--- config.mk ---
export PLATFORM = sky130hd
export DESIGN_NAME = spmv_network_node
export DESIGN_NICKNAME = d
export VERILOG_FILES = /design/src/rtl/spmv_pkg.sv /design/src/rtl/spmv_out_reg.sv /design/src/rtl/spmv_network_node.sv
export SDC_FILE = /design/constraint.sdc
export NUM_CORES = 1
export LEC_CHECK = 0
export BUFFER_PORTS_ARGS = -buffer_cell sky130_fd_sc_hd__buf_2
export CAP_MARGIN = 0
export CORE_ASPECT_RATIO = 1.1
export CORE_MARGIN = 3
export CORE_UTILIZATION = 45
export CTS_CLUSTER_SIZE = 20
export DETAILED_ROUTE_END_ITERATION = 10
export PLACE_DENSITY = 0.73
export SLEW_MARGIN = 20
export SYNTH_ARGS = -nofsm -noshare
export SYNTH_HDL_FRONTEND = slang
export SYNTH_SLANG_ARGS = --single-unit
--- constraint.sdc ---
create_clock -name clk -period 3.5 [get_ports clk]
set_input_delay 0.7 -clock clk [delete_from_list [all_inputs] [get_ports clk]]
set_output_delay 0.7 -clock clk [all_outputs]
set_load 0.03 [all_outputs]
--- src/rtl/spmv_pkg.sv ---
// Shared helpers for the SpMV reduction network: lane-direction selection and
// a width-generic saturating signed add.
package spmv_pkg;

  localparam int MAX_W = 64;

  // Nodes in the upper half of the row push merged sums toward lane A.
  function automatic logic towards_center(input int location, input int parallelism);
    return location >= (parallelism / 2);
  endfunction

  // a and b arrive sign-extended to MAX_W; the result is clamped to the signed
  // range of 'width' bits and returned sign-extended to MAX_W.
  function automatic logic signed [MAX_W-1:0] sat_add(
    input logic signed [MAX_W-1:0] a,
    input logic signed [MAX_W-1:0] b,
    input int                      width
  );
    logic signed [MAX_W:0] sum;
    logic signed [MAX_W:0] max_v;
    logic signed [MAX_W:0] min_v;
    sum   = {a[MAX_W-1], a} + {b[MAX_W-1], b};
    max_v = (65'sd1 <<< (width - 1)) - 65'sd1;
    min_v = -max_v - 65'sd1;
    if (sum > max_v) begin
      return max_v[MAX_W-1:0];
    end else if (sum < min_v) begin
      return min_v[MAX_W-1:0];
    end
    return sum[MAX_W-1:0];
  endfunction

endpackage

--- src/rtl/spmv_out_reg.sv ---
// One-entry output register for a single lane of the merge node.
module spmv_out_reg #(
  parameter int ID_WIDTH  = 16,
  parameter int VAL_WIDTH = 33
) (
  input  logic                 clk,
  input  logic                 rst_n,
  input  logic                 load,
  input  logic [ID_WIDTH-1:0]  load_id,
  input  logic [VAL_WIDTH-1:0] load_val,
  input  logic                 out_ready,
  output logic                 can_load,
  output logic                 out_valid,
  output logic [ID_WIDTH-1:0]  out_id,
  output logic [VAL_WIDTH-1:0] out_val
);

  // Handshake: a beat moves when valid && ready are both high on a rising edge;
  // valid never depends on ready, and id/val stay stable while valid && !ready.
  // The parent only asserts load when can_load is high.
  logic                 v_q, v_d;
  logic [ID_WIDTH-1:0]  id_q, id_d;
  logic [VAL_WIDTH-1:0] val_q, val_d;

  always_comb begin
    can_load = !v_q || out_ready;
    v_d      = v_q;
    id_d     = id_q;
    val_d    = val_q;
    if (load) begin
      v_d   = 1'b1;
      id_d  = load_id;
      val_d = load_val;
    end else if (out_ready) begin
      v_d = 1'b0;
    end
  end

  always_ff @(posedge clk) begin
    if (!rst_n) begin
      v_q   <= 1'b0;
      id_q  <= '0;
      val_q <= '0;
    end else begin
      v_q   <= v_d;
      id_q  <= id_d;
      val_q <= val_d;
    end
  end

  assign out_valid = v_q;
  assign out_id    = id_q;
  assign out_val   = val_q;

endmodule

--- src/rtl/spmv_network_node.sv ---
// Two-lane merge node: equal ids are summed onto the centre-facing lane,
// otherwise each lane passes through its own output register.
module spmv_network_node
  import spmv_pkg::*;
#(
  parameter int ID_WIDTH    = 16,
  parameter int VAL_WIDTH   = 32,
  parameter int GROW        = 1,
  parameter int SATURATE    = 0,
  parameter int LOCATION    = 3,
  parameter int PARALLELISM = 50,
  parameter int CNT_WIDTH   = 16,
  localparam int OUT_WIDTH  = VAL_WIDTH + GROW
) (
  input  logic                 clk,
  input  logic                 rst_n,
  input  logic                 in_a_valid,
  output logic                 in_a_ready,
  input  logic [ID_WIDTH-1:0]  in_a_id,
  input  logic [VAL_WIDTH-1:0] in_a_val,
  input  logic                 in_b_valid,
  output logic                 in_b_ready,
  input  logic [ID_WIDTH-1:0]  in_b_id,
  input  logic [VAL_WIDTH-1:0] in_b_val,
  output logic                 out_a_valid,
  input  logic                 out_a_ready,
  output logic [ID_WIDTH-1:0]  out_a_id,
  output logic [OUT_WIDTH-1:0] out_a_val,
  output logic                 out_b_valid,
  input  logic                 out_b_ready,
  output logic [ID_WIDTH-1:0]  out_b_id,
  output logic [OUT_WIDTH-1:0] out_b_val,
  input  logic                 merge_clr,
  output logic [CNT_WIDTH-1:0] merge_cnt
);

  localparam logic TO_A = towards_center(LOCATION, PARALLELISM);

  logic                        can_a, can_b, can_tgt, match, merge_fire;
  logic                        load_a, load_b;
  logic [ID_WIDTH-1:0]         load_b_id;
  logic signed [OUT_WIDTH-1:0] a_ext, b_ext, merged_val;
  logic [OUT_WIDTH-1:0]        load_a_val, load_b_val;
  logic [CNT_WIDTH-1:0]        merge_cnt_q, merge_cnt_d;

  always_comb begin
    a_ext = OUT_WIDTH'($signed(in_a_val));
    b_ext = OUT_WIDTH'($signed(in_b_val));
    if (SATURATE != 0 && GROW == 0) begin
      merged_val = OUT_WIDTH'(sat_add(MAX_W'($signed(in_a_val)),
                                      MAX_W'($signed(in_b_val)), OUT_WIDTH));
    end else begin
      merged_val = a_ext + b_ext;
    end
  end

  // Ready depends on the inputs only through the id match, never on values.
  always_comb begin
    match      = in_a_valid && in_b_valid && (in_a_id == in_b_id);
    can_tgt    = TO_A ? can_a : can_b;
    in_a_ready = can_a;
    in_b_ready = can_b;
    load_a     = in_a_valid && can_a;
    load_b     = in_b_valid && can_b;
    load_a_val = a_ext;
    load_b_val = b_ext;
    load_b_id  = in_b_id;
    merge_fire = 1'b0;
    if (match) begin
      in_a_ready = can_tgt;
      in_b_ready = can_tgt;
      merge_fire = can_tgt;
      load_a     = TO_A && can_tgt;
      load_b     = !TO_A && can_tgt;
      if (TO_A) begin
        load_a_val = merged_val;
      end else begin
        load_b_val = merged_val;
        load_b_id  = in_a_id;
      end
    end
  end

  always_comb begin
    merge_cnt_d = merge_cnt_q;
    if (merge_clr) begin
      merge_cnt_d = '0;
    end else if (merge_fire && !(&merge_cnt_q)) begin
      merge_cnt_d = merge_cnt_q + CNT_WIDTH'(1);
    end
  end

  always_ff @(posedge clk) begin
    if (!rst_n) begin
      merge_cnt_q <= '0;
    end else begin
      merge_cnt_q <= merge_cnt_d;
    end
  end

  assign merge_cnt = merge_cnt_q;

  spmv_out_reg #(.ID_WIDTH(ID_WIDTH), .VAL_WIDTH(OUT_WIDTH)) u_reg_a (
    .clk       (clk),
    .rst_n     (rst_n),
    .load      (load_a),
    .load_id   (in_a_id),
    .load_val  (load_a_val),
    .out_ready (out_a_ready),
    .can_load  (can_a),
    .out_valid (out_a_valid),
    .out_id    (out_a_id),
    .out_val   (out_a_val)
  );

  spmv_out_reg #(.ID_WIDTH(ID_WIDTH), .VAL_WIDTH(OUT_WIDTH)) u_reg_b (
    .clk       (clk),
    .rst_n     (rst_n),
    .load      (load_b),
    .load_id   (load_b_id),
    .load_val  (load_b_val),
    .out_ready (out_b_ready),
    .can_load  (can_b),
    .out_valid (out_b_valid),
    .out_id    (out_b_id),
    .out_val   (out_b_val)
  );

endmodule

==> impl_metrics.json, run 1 <==
{
  "status": "completed",
  "design_area_um2": 8371,
  "start_util": 0.4676,
  "synth.yosys.seq_area_share": 0.3498,
  "number_of_standard_cells_after_synthesis": 861,
  "max_capacitance_violation_count": 0,
  "grt_setup_unrepaired": "false",
  "synth-async-reset-ratio": 0,
  "start_kind": "input port",
  "path_max_fanout": 15,
  "synthTopCellsByArea": "dfxtp_1, nand2_1, a21oi_1, ha_1, xnor2_1",
  "synth.lib_cells_used.distinct": 62,
  "ys_ff_latch": 115,
  "pwr-share-comb": 0.230,
  "post_cts_buffers": 0,
  "syn2layout_area_growth_pct": 27.19,
  "timing.max_slew.rel_slack": 0.3125,
  "io-pin-count": 221,
  "mappedNetlistNets": 998,
  "chipHeight_um": 132.8,
  "drt_first_iter_violations": 462,
  "fmax_mhz": 306.7,
  "antenna_found_initial": 0,
  "cell_internal_pwr_w": 0.002703,
  "power.switching_fraction": 0.3078,
  "tritoncts": "done",
  "cts-resized-gates": 0,
  "route.vias.total": 6789,
  "grt_first_pass_wirelength_mm": 32.84,
  "synth_top_area_cell": "dfxtp_1",
  "irDropWorstVdd_mv": 0.3265,
  "skew_ps": 6.464,
  "synth.top_cell.area_share": 0.3498,
  "timing_hold_violations_final": 0,
  "route.detailed.vias_per_inst": 5.397,
  "critPathBufInv": 2,
  "drive_above_1_share": 0.2570,
  "yosys_warnings": 0,
  "fin_tns_setup_ps": 0,
  "grt_remaining_overflow": 0,
  "count_of_antenna_violating_nets_left_after_detailed_routing": 0,
  "avgSynthCellArea_um2": 7.644,
  "drtPass1Iterations": 5,
  "setup_viol_count_final": 0,
  "finalNonFillerCells": 1258,
  "post_synth_instance_area_um2": 6581,
  "end_kind": "primary output",
  "number_of_global_route_vias_before_repair": 6488,
  "layout_worst_path_cycle_share": 0.9316,
  "p_sw_w": 0.001202,
  "cp.required_ps": 2800,
  "cts-htree-levels": 4,
  "post_place_worst_slack_ps": 208.1,
  "nets": 1197,
  "power_per_cell_area_nw_per_um2": 466.5,
  "cp_slowest_cell": "mux2_2",
  "grtUsageTotal": 0.2523,
  "worst_hold_path_type": "reg2reg",
  "cts.reportedPaths.clkPinSlew_ps": 50,
  "ctsHoldBuffers": 0,
  "core_area_um2": 14080,
  "core.rowCount": 45,
  "cpLargestDelayFamily": "simple AND/OR/NAND/NOR gates",
  "cts_inserted_buffers": 17,
  "design.die.area_um2": 16110,
  "drc": 0,
  "finalCriticalPeriod_ps": 3261,
  "placedInstanceArea_um2": 7831,
  "antenna_cell_count": 0,
  "critical_path.most_common_cell": "buf_2",
  "maxSlewViolCount": 0,
  "die-width_um": 121.3,
  "max_root_sink_buffers": 2,
  "numPortBuffers": 220,
  "synth_edf_count": 0,
  "clkSinkCount": 115,
  "largest_net_degree_at_the_start_of_global_routing": 51,
  "final_wl_mm": 20.88,
  "sequentialPowerShare": 0.364,
  "clk_latency_worst_skew_pair_ps": 410,
  "total_power_consumption_of_the_routed_design_w": 0.003905,
  "wp_data_arrival_ps": 2560,
  "synth-main-ff-cell": "dfxtp_1",
  "place.detailed.hpwl_mm": 15.61,
  "cpPeakStageDelay_ps": 430,
  "cts_root_buf": "clkbuf_16",
  "clockPowerShare": 0.406,
  "routed_wire_length_per_instance_um": 16.60,
  "weighted_congestion_reported_at_the_end_of_routability_driven_placement": 0.9337,
  "crit_type": "in2out",
  "timing.final.ws_setup_ps": 239.4,
  "timing.critical_path.cells": "buf_2 > xnor2_1 > nand4_1 > nor3_1 > nand3_2 > mux2_2 > buf_2",
  "p_leak_nw": 3.799,
  "post-place-cells": 1229,
  "max_slew.worst_pin.slew_ps": 1031
}
registers in the layout, indices dropped and copies added (netlist names):
signal and count:
merge_cnt 16, u_reg_a.out_id 16, u_reg_a.out_val 32, u_reg_a.out_valid 1
u_reg_b.out_id 16, u_reg_b.out_val 33, u_reg_b.out_valid 1
layer usage:
layer	global-route usage	routed length, um	up-vias
li1	-	-	3416
met5	0	0	-
met1	0.3290	9154	3089
met4	0.08717	373	0
met3	0.06199	1624	31
met2	0.4065	9731	253
cells in the final DEF (no fill, tap or decap), drive strengths merged, types with 3 or more instances in the layout:
cell type	n
inv	13
clkinv	5
and2	5
nor4	4
a21o	15
nand3	20
a31oi	7
buf	233
and3	8
nor2	59
clkbuf	25
nor3	25
o21ai	38
nand2b	5
a21oi	103
o211a	3
a21boi	28
dfxtp	115
nand2	182
xnor2	33
or3	4
nand4	22
o211ai	6
ha	33
o21bai	5
a211oi	8
mux2i	10
o21a	4
xor2	20
synth_stat cells (all sizes together) (2+ instances only):
cell type and number:
nand3 20, o31a 2, o211a 3, nor3 25, ha 33, a311oi 2, clkbuf 41, a21oi 103
and3 8, o31ai 2, nor4 4, a2111oi 2, dfxtp 115, or3 4, nand2 182, a21o 15
and2 5, a31oi 7, o211ai 6, nor2 59, nor2b 2, mux2 2, a211oi 8, o2111ai 2
and4 2, a21boi 28, inv 13, nand4 22, nand2b 5, o21ai 38, xor2 20, buf 12
xnor2 33, mux2i 10, o21bai 5, o21a 4
area by class of cell:
type	count	area, um2
fillers	1333	5705
multi-input cells	679	4018
flip-flops and latches	115	2302
repair buffers	233	1224
clock buffers	25	515.5
well taps	188	235.2
inverters	14	52.55
clock inverters	4	23.77
final timing paths:
path                                          start                  end  slack (ps)  cells past startpoint
worst max-delay path                     in_a_id[7]           in_a_ready         240                      7
worst min-delay path            u_reg_a.out_val[20]  u_reg_a.out_val[20]         450                      2
worst max register to register         merge_cnt[3]        merge_cnt[11]        1080                      9
worst min register to register  u_reg_a.out_val[20]  u_reg_a.out_val[20]         450                      2
tightest hold or removal path, cell delays in order, from the launching register on:
cell	delay, ps
dfxtp_1	300
nand2_1	50
a21oi_1	50
cell families after synthesis:
logic type	after synthesis	share of synthesized area
DFF	115	0.3498
and+or+nand+nor	342	0.2283
AOI/OAI and AO/OA	238	0.2253
muxes	12	0.01863
adders and majority gates	34	0.06578
xor gates and xnor gates	53	0.07053
buffers and inverters	67	0.04163
power groups by stage:
stage	registers [W]	logic [W]	clock network (W)
after floorplan	0.00159	0.000460	0
after global placement	0.00145	0.000883	0
after detailed placement	0.00145	0.000887	0
after CTS	0.00142	0.000895	0.00161
after global routing	0.00143	0.000981	0.00167
final	0.00142	0.000897	0.00159
metrics by stage:
stage          utilization  hold WS, ps
2_1_floorplan            -        584.0
3_3_place_gp        0.5564        442.2
3_5_place_dp        0.5564        445.2
4_1_cts             0.5947        452.5
5_1_grt             0.5947        471.2
6_report            0.5947        449.3
Power figures use the tool's default switching activity.
==> run 2: changes to the inputs <==
PLACE_DENSITY = 0.75   (was 0.73)
clock period = 2.75 ns   (was 3.5 ns; I/O delays follow)
==> run 2 against run 1 <==
Compared with the run above: utilization grew 3.6 points; worst hold slack lost 65 ps; clock power grew 64%; die area is the same; clock skew shrank 2.7 ps.
==> impl_metrics.json, run 2 (synthesis gave the netlist of run 1 again) <==
{
  "place.detailed.hpwl_mm": 15.82,
  "skew_ps": 3.800,
  "p_leak_nw": 4.075,
  "maxSlewViolCount": 0,
  "cpLargestDelayFamily": "simple AND/OR/NAND/NOR gates",
  "worstSetupPathDepth": 7,
  "crit_type": "in2out",
  "io-pin-count": 221,
  "finalCriticalPeriod_ps": 2684,
  "drive_above_1_share": 0.2903,
  "irDropWorstVdd_mv": 0.4143,
  "power_per_cell_area_nw_per_um2": 634.6,
  "grt_setup_unrepaired": "false",
  "critical_path.most_common_cell": "buf_2",
  "status": "completed",
  "cts_inserted_buffers": 17,
  "rr_endpoint": "merge_cnt[2]",
  "start_util": 0.4676,
  "reg2reg_depth": 9,
  "r2r_slack_ps": 220,
  "path_max_fanout": 6,
  "fmax_mhz": 372.5,
  "drtPass1Iterations": 5,
  "cts.reportedPaths.clkPinSlew_ps": 60,
  "grtUsageTotal": 0.2571,
  "end_kind": "primary output",
  "drc": 0,
  "finalNonFillerCells": 1304,
  "cp.required_ps": 2200,
  "number_of_global_route_vias_before_repair": 6660,
  "drt_first_iter_violations": 462,
  "count_of_antenna_violating_nets_left_after_detailed_routing": 0,
  "cts_root_buf": "clkbuf_16",
  "critPathBufInv": 2,
  "clk_latency_worst_skew_pair_ps": 420,
  "timing.hold.worst_path_depth": 3,
  "core_area_um2": 14080,
  "worstReg2RegStart": "merge_cnt[3]",
  "antenna_found_initial": 1,
  "largest_net_degree_at_the_start_of_global_routing": 51,
  "antenna_cell_count": 0,
  "cp_slowest_cell": "mux2_2",
  "max_capacitance_violation_count": 0,
  "design.die.area_um2": 16110,
  "mostFrequentLayoutCell": "buf_2",
  "cts-resized-gates": 0,
  "syn2layout_area_growth_pct": 34.85,
  "weighted_congestion_reported_at_the_end_of_routability_driven_placement": 0.9124,
  "numPortBuffers": 220,
  "routed_wire_length_per_instance_um": 16.31,
  "ctsHoldBuffers": 0,
  "timing.critical_path.cells": "buf_2 > xnor2_1 > nand4_1 > nor3_1 > nand3_2 > mux2_2 > buf_2",
  "timing.hold.worst.start": "in_a_val[23]",
  "grt_remaining_overflow": 0,
  "largest_register_ffs": 33,
  "post-place-cells": 1272,
  "chipHeight_um": 132.8,
  "timing_hold_violations_final": 0,
  "cpPeakStageDelay_ps": 330,
  "grt_first_pass_wirelength_mm": 33.55,
  "start_kind": "input port",
  "layout_worst_path_cycle_share": 0.9761,
  "timing.max_slew.rel_slack": 0.5672,
  "final_wl_mm": 21.27,
  "clkSinkCount": 115,
  "max_root_sink_buffers": 2,
  "nets": 1240,
  "wp_data_arrival_ps": 2130,
  "die-width_um": 121.3,
  "cts-htree-levels": 4,
  "final_cell_mix": "buf_2, nand2_1, dfxtp_1",
  "hold_end": "u_reg_a.out_val[23]",
  "core.rowCount": 45,
  "worst_hold_path_type": "in2reg",
  "finish.utilization": 0.6305,
  "route.detailed.vias_per_inst": 5.512,
  "post_cts_buffers": 0,
  "max_slew.worst_pin.slew_ps": 645.3,
  "route.vias.total": 7187,
  "tritoncts": "done",
  "setup_viol_count_final": 0
}
[run 2: cell count changes in the layout (fill, tap and decap cells not counted), sizes merged]
cell / before / now
clkbuf: 25 / 20
clkinv: 5 / 3
clkinvlp: 0 / 3
bufinv: 0 / 6
inv: 13 / 14
buf: 233 / 276
[run 2: worst reg2reg max path, cell delays in order, from the launching register on]
cell	delay [ps]
dfxtp_1	440
and4_1	260
and3_1	260
nand4_1	210
nor4_1	630
nor3_1	140
buf_4	190
nand2_1	80
xor2_1	150
nor2_1	50
[run 2: power breakdown]
| group | internal, W | leakage (nW) | switching [W] | total [W] |
|---|---|---|---|---|
| Sequential | 0.00176 | 0.946 | 0.0000452 | 0.00181 |
| Clock | 0.00177 | 0.329 | 0.000826 | 0.00260 |
| Combinational | 0.000463 | 2.80 | 0.000762 | 0.00122 |
[run 2: area by class of cell]
| cell class | instances | area [um2] |
|---|---|---|
| tap | 188 | 235.2 |
| fill | 1271 | 5201 |
| clock inverter | 12 | 225.2 |
| timing repair buffer | 276 | 1572 |
| sequential | 115 | 2302 |
| inverter | 14 | 52.55 |
| multi-input combinational | 679 | 4021 |
| clock buffer | 20 | 466.7 |
[run 2: per-stage QoR]
step	hold WS, ps	TNS, ps	cell area (um2)	total power [W]	setup slack (ps)
after floorplan	584.0	0	6585	0.002615	10.13
after global placement	439.7	-1197	8183	0.003039	-161.6
after detailed placement	444.8	-1668	8183	0.003046	-196.7
after CTS	369.1	0	8875	0.005640	57.40
after global routing	374.1	0	8875	0.005852	10.09
final	384.2	0	8875	0.005632	65.71
[run 2: metal layers]
metal / GRT usage / wire, um / vias to the layer above
met1: 0.3247 / 9152 / 3354
met4: 0.07161 / 341 / 2
met2: 0.4363 / 10160 / 296
li1: - / - / 3500
met3: 0.06156 / 1600 / 35
met5: 0 / 13 / -
[run 2: how the worst max path moves through the flow]
stage                           start             endpoint  slack [ps]
after floorplan           in_a_val[9]  u_reg_b.out_val[26]          10
after global placement    in_a_val[4]  u_reg_b.out_val[27]        -160
after detailed placement  in_a_val[0]  u_reg_b.out_val[26]        -200
after CTS                 in_a_id[13]           in_a_ready          60
after global routing      in_a_id[13]           in_a_ready          10
final                     in_a_id[13]           in_a_ready          70
==> run 3: changes to the inputs <==
BUFFER_PORTS_ARGS = -buffer_cell sky130_fd_sc_hd__clkbuf_2   (was -buffer_cell sky130_fd_sc_hd__buf_2)
==> run 3 against run 2 <==
Compared with the run above: clock power fell by 14%; non-clock buffer count rose by 7; final cell count rose by 0.54%; worst setup slack improved by 65 ps; die area did not move; routed wire length fell by 0.42%; via count fell by 0.60%; utilization fell by 0.38 points; clock skew rose by 4.9 ps; critical path type unchanged; largest cell class unchanged; largest power group unchanged.
==> impl_metrics.json, run 3 (synthesis gave the netlist of run 1 again) <==
{
  "r2r_slack_ps": 330,
  "worst_hold_path_type": "in2reg",
  "fmax_mhz": 381.9,
  "reg2reg_depth": 9,
  "count_of_antenna_violating_nets_left_after_detailed_routing": 0,
  "end_kind": "primary output",
  "power_per_cell_area_nw_per_um2": 597.0,
  "die-width_um": 121.3,
  "mostFrequentLayoutCell": "clkbuf_2",
  "worstReg2RegStart": "merge_cnt[4]",
  "layout_worst_path_cycle_share": 0.9523,
  "start_util": 0.4676,
  "nets": 1247,
  "antenna_found_initial": 0,
  "p_leak_nw": 4.010,
  "route.detailed.vias_per_inst": 5.449,
  "drc": 0,
  "core.rowCount": 45,
  "rr_endpoint": "merge_cnt[5]",
  "drt_first_iter_violations": 478,
  "maxSlewViolCount": 0,
  "total_power_consumption_of_the_routed_design_w": 0.005266,
  "timing_hold_violations_final": 0,
  "max_capacitance_violation_count": 0,
  "antenna_cell_count": 0,
  "largest_register_ffs": 33,
  "cts-htree-levels": 4,
  "number_of_global_route_vias_before_repair": 6843,
  "numPortBuffers": 220,
  "finalCriticalPeriod_ps": 2619,
  "tritoncts": "done",
  "cts_inserted_buffers": 17,
  "grt_first_pass_wirelength_mm": 33.80,
  "core_area_um2": 14080,
  "cp.required_ps": 2200,
  "max_slew.worst_pin.slew_ps": 951.3,
  "drive_above_1_share": 0.2939,
  "cts-resized-gates": 0,
  "start_kind": "input port",
  "io-pin-count": 221,
  "route.vias.total": 7144,
  "hold_end": "u_reg_a.out_val[11]",
  "final_wl_mm": 21.18,
  "post_cts_buffers": 0,
  "chipHeight_um": 132.8,
  "p_sw_w": 0.001634,
  "irDropWorstVdd_mv": 0.3508,
  "cell_internal_pwr_w": 0.003632,
  "status": "completed",
  "path_max_fanout": 7,
  "design.die.area_um2": 16110,
  "largest_net_degree_at_the_start_of_global_routing": 51,
  "place.detailed.hpwl_mm": 15.98,
  "finish.utilization": 0.6267,
  "max_root_sink_buffers": 2,
  "timing.hold.worst_path_depth": 3,
  "weighted_congestion_reported_at_the_end_of_routability_driven_placement": 0.9367,
  "fill_cells": 1287,
  "cts_root_buf": "clkbuf_16",
  "fin_tns_setup_ps": 0,
  "drtPass1Iterations": 5,
  "clkSinkCount": 115,
  "sequentialPowerShare": 0.344,
  "skew_ps": 8.700,
  "routed_wire_length_per_instance_um": 16.16,
  "grt_setup_unrepaired": "false",
  "crit_type": "in2out",
  "syn2layout_area_growth_pct": 34.03,
  "wp_data_arrival_ps": 2070,
  "timing.max_slew.rel_slack": 0.3619,
  "cts.reportedPaths.clkPinSlew_ps": 60,
  "clk_latency_worst_skew_pair_ps": 420,
  "ctsHoldBuffers": 0,
  "pwr-share-comb": 0.233,
  "clockPowerShare": 0.424,
  "power.switching_fraction": 0.3103,
  "final_cell_mix": "clkbuf_2, nand2_1, dfxtp_1",
  "setup_viol_count_final": 0,
  "grt_remaining_overflow": 0,
  "timing.hold.worst.start": "in_a_val[11]",
  "grtUsageTotal": 0.2584
}
[run 3: power groups by stage]
stage | registers (W) | clock network (W) | logic, W
6_report | 0.00181 | 0.00223 | 0.00123
2_1_floorplan | 0.00203 | 0 | 0.000587
5_1_grt | 0.00182 | 0.00233 | 0.00134
3_5_place_dp | 0.00184 | 0 | 0.00121
4_1_cts | 0.00181 | 0.00226 | 0.00122
3_3_place_gp | 0.00184 | 0 | 0.00120
[run 3: per-layer routing]
metal | routed length, um | global-route usage | vias up
li1 | - | - | 3521
met1 | 9048 | 0.3187 | 3293
met2 | 9847 | 0.4307 | 288
met3 | 1722 | 0.06456 | 42
met4 | 565 | 0.1015 | 0
met5 | 0 | 0 | -
[run 3: area by class of cell]
| cell class | count | area [um2] | area share |
|---|---|---|---|
| Clock inverter | 11 | 127.6 | 0.01447 |
| Tap cell | 188 | 235.2 | 0.02667 |
| Timing Repair Buffer | 283 | 1612 | 0.1827 |
| Inverter | 14 | 52.55 | 0.005957 |
| Multi-Input combinational cell | 679 | 4021 | 0.4559 |
| Clock buffer | 21 | 470.5 | 0.05333 |
| Sequential cell | 115 | 2302 | 0.2610 |
[run 3: stage by stage]
step	cells	cell area, um2	hold WS, ps	setup WS (ps)
2_1_floorplan	861	6585	584.0	10.13
6_report	1311	8821	367.8	131.2
3_3_place_gp	1279	8223	441.8	-152.6
5_1_grt	1311	8821	370.4	19.23
4_1_cts	1311	8821	357.2	137.8
3_5_place_dp	1279	8223	445.6	-226.6
[run 3: worst max-delay path by stage]
stage | start | to | slack, ps | depth (start not counted)
5_1_grt | in_a_val[0] | u_reg_b.out_val[26] | 20 | 11
4_1_cts | in_a_id[13] | in_a_ready | 140 | 7
6_report | in_a_id[13] | in_a_ready | 130 | 7
2_1_floorplan | in_a_val[9] | u_reg_b.out_val[26] | 10 | 10
3_5_place_dp | in_a_val[0] | u_reg_b.out_val[26] | -230 | 11
3_3_place_gp | in_a_val[0] | u_reg_b.out_val[26] | -150 | 11
[run 3: critical path: stages]
cell	delay, ps
clkbuf_2	100
xnor2_1	270
nand4_1	150
nor3_1	260
nand3_2	230
mux2_2	330
clkbuf_2	190
